--- config.mk ---
export PLATFORM = sky130hd
export DESIGN_NAME = nios_button_pio_flat
export DESIGN_NICKNAME = d
export VERILOG_FILES = /design/src/rtl/nios_button_pio_if.sv /design/src/rtl/nios_button_pio.sv /design/src/flat_wrapper.sv
export SDC_FILE = /design/constraint.sdc
export NUM_CORES = 1
export LEC_CHECK = 0
export CORE_ASPECT_RATIO = 1.2
export CORE_MARGIN = 2
export CORE_UTILIZATION = 53
export CTS_CLUSTER_DIAMETER = 50
export DETAILED_ROUTE_END_ITERATION = 8
export GPL_TIMING_DRIVEN = 1
export PLACE_DENSITY = 0.78
export SLEW_MARGIN = 40
export SYNTH_ARGS = -nofsm -noshare
export SYNTH_HDL_FRONTEND = slang
export SYNTH_HIERARCHICAL = 1
export SYNTH_SLANG_ARGS = --single-unit
--- constraint.sdc ---
create_clock -name clk -period 4 [get_ports clk]
set_input_delay 1 -clock clk [delete_from_list [all_inputs] [get_ports clk]]
set_output_delay 1 -clock clk [all_outputs]
set_load 0.005 [all_outputs]
--- src/rtl/nios_button_pio_if.sv ---
// Avalon-MM slave bus bundle for the button/switch input PIO.
// Zero-wait-state, read-latency-0: readdata is a combinational mux.
interface nios_button_pio_if;
  logic [1:0]  address;
  logic        chipselect;
  logic        write_n;
  logic [31:0] writedata;
  logic [31:0] readdata;

  modport master (
    output address, chipselect, write_n, writedata,
    input  readdata
  );

  modport slave (
    input  address, chipselect, write_n, writedata,
    output readdata
  );
endinterface

--- src/rtl/nios_button_pio.sv ---
// Push-button/switch input PIO: per-pin sync -> debounce -> edge detect -> sticky
// capture, with a maskable level interrupt and an Avalon-MM register window.

// One input pin: synchronizer, debounce filter, edge detector and capture bit.
module nios_button_pio_lane #(
  parameter int DEBOUNCE_CYCLES = 50000,
  parameter int EDGE_TYPE       = 1,
  parameter int IDLE_LEVEL      = 1
) (
  input  logic clk,
  input  logic reset_n,
  input  logic pin,
  input  logic clr,
  output logic db,
  output logic cap
);
  localparam int            CW       = $clog2(DEBOUNCE_CYCLES + 1);
  localparam logic          IDLE     = 1'(IDLE_LEVEL);
  localparam logic [CW-1:0] CNT_LAST = CW'(DEBOUNCE_CYCLES - 1);

  logic          sync1, sync2, db_d, ev;
  logic [CW-1:0] cnt;

  always_ff @(posedge clk or negedge reset_n) begin
    if (!reset_n) begin
      sync1 <= IDLE;
      sync2 <= IDLE;
    end else begin
      sync1 <= pin;
      sync2 <= sync1;
    end
  end

  // A new level is accepted only after DEBOUNCE_CYCLES consecutive disagreeing samples.
  always_ff @(posedge clk or negedge reset_n) begin
    if (!reset_n) begin
      db  <= IDLE;
      cnt <= '0;
    end else if (sync2 == db) begin
      cnt <= '0;
    end else if (cnt == CNT_LAST) begin
      db  <= sync2;
      cnt <= '0;
    end else begin
      cnt <= cnt + CW'(1);
    end
  end

  always_ff @(posedge clk or negedge reset_n) begin
    if (!reset_n) db_d <= IDLE;
    else          db_d <= db;
  end

  generate
    if (EDGE_TYPE == 0) begin : g_rise
      assign ev = db & ~db_d;
    end else if (EDGE_TYPE == 2) begin : g_any
      assign ev = db ^ db_d;
    end else begin : g_fall
      assign ev = ~db & db_d;
    end
  endgenerate

  // Set has priority over a same-cycle write-1-to-clear so no event is lost.
  always_ff @(posedge clk or negedge reset_n) begin
    if (!reset_n)  cap <= 1'b0;
    else if (ev)   cap <= 1'b1;
    else if (clr)  cap <= 1'b0;
  end
endmodule

module nios_button_pio #(
  parameter int WIDTH           = 5,
  parameter int DEBOUNCE_CYCLES = 50000,
  parameter int EDGE_TYPE       = 1,
  parameter int IDLE_LEVEL      = 1
) (
  input  logic               clk,
  input  logic               reset_n,
  nios_button_pio_if.slave   avs,
  input  logic [WIDTH-1:0]   in_port,
  output logic               irq
);
  localparam logic [1:0] A_DATA = 2'd0;
  localparam logic [1:0] A_MASK = 2'd2;
  localparam logic [1:0] A_EDGE = 2'd3;

  logic [WIDTH-1:0] db, edge_capture, irq_mask, w1c;
  logic             wr;
  logic [31:0]      rdata;

  assign wr  = avs.chipselect && !avs.write_n;
  assign w1c = (wr && avs.address == A_EDGE) ? avs.writedata[WIDTH-1:0] : '0;

  generate
    for (genvar i = 0; i < WIDTH; i++) begin : g_lane
      nios_button_pio_lane #(
        .DEBOUNCE_CYCLES (DEBOUNCE_CYCLES),
        .EDGE_TYPE       (EDGE_TYPE),
        .IDLE_LEVEL      (IDLE_LEVEL)
      ) u_lane (
        .clk     (clk),
        .reset_n (reset_n),
        .pin     (in_port[i]),
        .clr     (w1c[i]),
        .db      (db[i]),
        .cap     (edge_capture[i])
      );
    end
  endgenerate

  always_ff @(posedge clk or negedge reset_n) begin
    if (!reset_n)                         irq_mask <= '0;
    else if (wr && avs.address == A_MASK) irq_mask <= avs.writedata[WIDTH-1:0];
  end

  // Reads are side-effect free and ignore chipselect.
  always_comb begin
    rdata = '0;
    case (avs.address)
      A_DATA:  rdata[WIDTH-1:0] = db;
      A_MASK:  rdata[WIDTH-1:0] = irq_mask;
      A_EDGE:  rdata[WIDTH-1:0] = edge_capture;
      default: rdata = '0;
    endcase
  end

  assign avs.readdata = rdata;
  assign irq          = |(edge_capture & irq_mask);
endmodule

--- src/flat_wrapper.sv ---
// flat-port wrapper written by rule: the top's interface ports become plain ports
module nios_button_pio_flat 
#(
  parameter int WIDTH           = 5,
  parameter int DEBOUNCE_CYCLES = 50000,
  parameter int EDGE_TYPE       = 1,
  parameter int IDLE_LEVEL      = 1
)
  (clk, reset_n, in_port, irq, avs_address, avs_chipselect, avs_write_n, avs_writedata, avs_readdata);
  nios_button_pio_if avs_i ();
  input  logic clk;
  input  logic reset_n;
  input  logic [WIDTH-1:0] in_port;
  output logic irq;
  input wire logic [$bits(avs_i.address)-1:0] avs_address;
  input wire logic [$bits(avs_i.chipselect)-1:0] avs_chipselect;
  input wire logic [$bits(avs_i.write_n)-1:0] avs_write_n;
  input wire logic [$bits(avs_i.writedata)-1:0] avs_writedata;
  output wire logic [$bits(avs_i.readdata)-1:0] avs_readdata;
  assign avs_i.address = avs_address;
  assign avs_i.chipselect = avs_chipselect;
  assign avs_i.write_n = avs_write_n;
  assign avs_i.writedata = avs_writedata;
  assign avs_readdata = avs_i.readdata;
  nios_button_pio #(.WIDTH(WIDTH), .DEBOUNCE_CYCLES(DEBOUNCE_CYCLES), .EDGE_TYPE(EDGE_TYPE), .IDLE_LEVEL(IDLE_LEVEL)) u_core (.clk(clk), .reset_n(reset_n), .avs(avs_i), .in_port(in_port), .irq(irq));
endmodule
==> reports/summary.txt <==
Status - finished, final reports clean
Post-synth EDFFs - 0
Setup_tns - 0 ps
Startpoint type of the worst setup path - input pin
Global Route Usage Sum - 0.1898
Post-DP HPWL - 6347 um
Worst endpoint required time - 3000 ps
Hold path cells - 0
Slowest stage delay, CP - 580 ps
Vias per inst - 5.402
IO buf count - 21
Largest net degree at the start of global routing - 45
First-pass GRT wire length - 16190 um
Register area share after synthesis - 0.5133
Syn-to-layout area delta - 9.595%
Core Region - 0.009960 mm2
Synth top area share - 0.4162
Syn. warnings - 6
Critical path's top delay family - buffers and inverters
Grt met2 use - 0.2954
Flop2flop setup slack - 2040 ps
Final Hold Viols - 0
Ports - 76
ANT nets after route - 0
CP Capture Type - output pin
H-tree depth - 3
Die X - 96.24 um
CP Max Fanout - 8
DRT iter0 DRCs - 185
Clk buf depth - 2
Max cap viols - 0
Root Driver - clkbuf_16
Most used cell, CP - clkdlybuf4s50_1
Num CTS Buffers - 9
Starting Density - 0.5433
Unique cell type count in the Yosys netlist - 32
CTS tree - yes
Total grt overflow - 0
Rows - 40
Main synth FF type - dfrtp_1
Crit path DAT - 2780 ps
Cell taking the most area after synthesis - dfrtp_1
Critical Path Source - avs_address[0]
CTS sink count - 110
Crit path cell chain - clkdlybuf4s50_1 > nor2_1 > a22o_1 > clkdlybuf4s50_1
Clk_lat worst skew - 350 ps
Asr flop ratio synth - 1.000
Synth Cell Area - 0.005411 mm2
Final min period - 3780 ps
CP Buf/Inv Count - 2
Vias in the first global route - 3493
R2r endpoint - u_core/g_lane[4].u_lane/db
PostCTS Resize Cnt - 0
Crit-path slowest cell - clkdlybuf4s50_1
Antenna Cells - 0
Kind of critical path - in -> out
RSZ-0062 raised after global routing - false
DRC errors left - 0
Largest cells by area after synthesis - dfrtp_1 42%, dfstp_2 9.7%, xnor2_1 8.1%
Post-CTS setup buffers - 0
HP Start - u_core/g_lane[3].u_lane/sync1
Mapped Avg Cell Area - 10.69 um2
Final cell count without fillers - 664
Final WL - 9428 um
Max Slew Vio Count - 0
Max VDD drop - 0.3379 mV
GRT met1 Usage - 0.2550
Vias - 3587
PwrDens - 380.2 mW/mm2
Seq cells post-synth - 110
Fmax - 264.6 MHz
Least-Margin Pin Slew - 534.1 ps
Post-Place Cells - 648
Initial antenna violation count - 0
TritonRoute pass-1 iters - 4
Share of cells above drive strength 1 - 0.1431
End of the worst hold path - u_core/g_lane[3].u_lane/sync2
RR Startpoint - u_core/g_lane[4].u_lane/cnt[10]
# hold bufs at CTS - 0
Final setup viols - 0
DR WL/cell - 14.20 um
Post-Synthesis Cells - 506
Setup Skew - 5.635 ps
Full die area - 0.01104 mm2
GRT Max-Usage Layer - met2
GR Util met3 - 0.04279
Post-layout nets - 581
GPL Wtd Cong - 0.8282
Pleak - 2.387 nW
Slew margin rel. - 0.6439
Die height - 114.7 um
Clk slew on worst S/H paths - 70 ps
FF-to-FF path depth - 3
Worst Hold Class - reg -> reg
Tcrit/Tclk final - 0.9450
[per-layer routing]
metal,up-vias,part of all wire
li1,1735,-
met1,1770,0.45
met2,68,0.49
met3,14,0.038
met4,0,0.020
met5,-,0
[cell usage in the layout, fill, tap and decap left out, types with 5 or more instances in the layout]
cell             synthesis  final
dfrtp_1                 90     90
and4_1                   5      5
or4_4                    5      5
nand4bb_1                5      5
clkbuf_16                0      9
conb_1                   1     27
mux2_2                  10     10
and2_1                   5      5
and3_2                   5      5
nand2_4                  5      5
xor2_1                  25     25
clkdlybuf4s50_1          0     20
or4b_1                   5      5
dfstp_2                 20     20
a22o_1                   5      5
nand4_1                 25     25
nand3_1                 25     25
xnor2_1                 50     50
o22ai_1                  5      5
nand2_1                 21     21
inv_1                   20     20
ha_1                     5      5
nor4_1                  15     15
nor2_1                  86     86
mux2_4                   5      5
nor3_1                  20     20
or3b_2                   5      5
[worst register-to-register path: cells and delay by family, from the launching register on]
kind / cells / cell delay (ps)
AND/OR/NAND/NOR: 2 / 1160
multiplexers: 1 / 320
flip-flops: 1 / 420
[worst max path at each step]
| stage | to | slack, ps | depth (start not counted) |
|---|---|---|---|
| floorplan | avs_readdata[2] | 1350 | 3 |
| global placement | avs_readdata[0] | 270 | 4 |
| detailed placement | avs_readdata[0] | 260 | 4 |
| CTS | avs_readdata[0] | 240 | 4 |
| global route | avs_readdata[4] | 130 | 4 |
| finish | avs_readdata[4] | 220 | 4 |
[Yosys cell counts, types with 5 or more instances]
| library cell | n |
|---|---|
| or3b_2 | 5 |
| nand2_1 | 21 |
| dfrtp_1 | 90 |
| nand2_4 | 5 |
| dfstp_2 | 20 |
| or4b_1 | 5 |
| nor2_1 | 86 |
| xor2_1 | 25 |
| inv_1 | 20 |
| mux2_2 | 10 |
| and3_2 | 5 |
| o22ai_1 | 5 |
| or4_4 | 5 |
| nand3_1 | 25 |
| nand4_1 | 25 |
| ha_1 | 5 |
| and4_1 | 5 |
| buf_4 | 27 |
| a22o_1 | 5 |
| nor3_1 | 20 |
| and2_1 | 5 |
| xnor2_1 | 50 |
| nor4_1 | 15 |
| mux2_4 | 5 |
| nand4bb_1 | 5 |
| buf_6 | 6 |
[cells by family (layout without fill, tap and decap cells)]
| group | Yosys count | count (layout) | share of synthesized area |
|---|---|---|---|
| other | 1 | 27 | 0.0006930 |
| DFF | 110 | 110 | 0.5133 |
| AOI/OAI and AO/OA | 12 | 12 | 0.01711 |
| xor gates and xnor gates | 75 | 75 | 0.1214 |
| adders and majority gates | 5 | 5 | 0.01156 |
| and+or+nand+nor | 234 | 234 | 0.2365 |
| buffers and inverters | 54 | 60 | 0.06474 |
| muxes | 15 | 15 | 0.03468 |
[where the power goes]
part,internal (mW),switching (mW),total [mW]
Combinational,0.0778,0.0786,0.156
Sequential,1.15,0.0338,1.19
Clock,0.520,0.391,0.911
Total,1.75,0.504,2.25
[final cells by class]
type                            count  area (um2)
Multi-Input combinational cell    368        2381
Clock inverter                      5       56.30
Fill cell                         757        4029
Sequential cell                   110        2778
Clock buffer                       11       252.7
Inverter                           20       75.07
Timing Repair Buffer               24       230.2
Tap cell                          126       157.7
[registers in the layout, summed over array words and instances, names as in the netlist]
register and count:
u_core/g_lane.u_lane/cnt 80, u_core/g_lane.u_lane/db_d 5, u_core/g_lane.u_lane/cap 5, u_core/g_lane.u_lane/sync1 5, u_core/irq_mask 5, u_core/g_lane.u_lane/sync2 5, u_core/g_lane.u_lane/db 5
[through the flow]
step,worst slack [ps],utilization,power [mW],hold WS (ps),cell area (um2)
after floorplan,1352,-,1.306,345.2,5509
after global placement,274.2,0.5644,1.359,346.8,5622
after detailed placement,260.9,0.5644,1.364,347.2,5622
after CTS,237.5,0.5955,2.283,359.3,5931
after global routing,132.4,0.5955,2.357,364.0,5931
final,220.1,0.5955,2.255,357.6,5931
No activity file was read; power rests on OpenSTA's default activity.
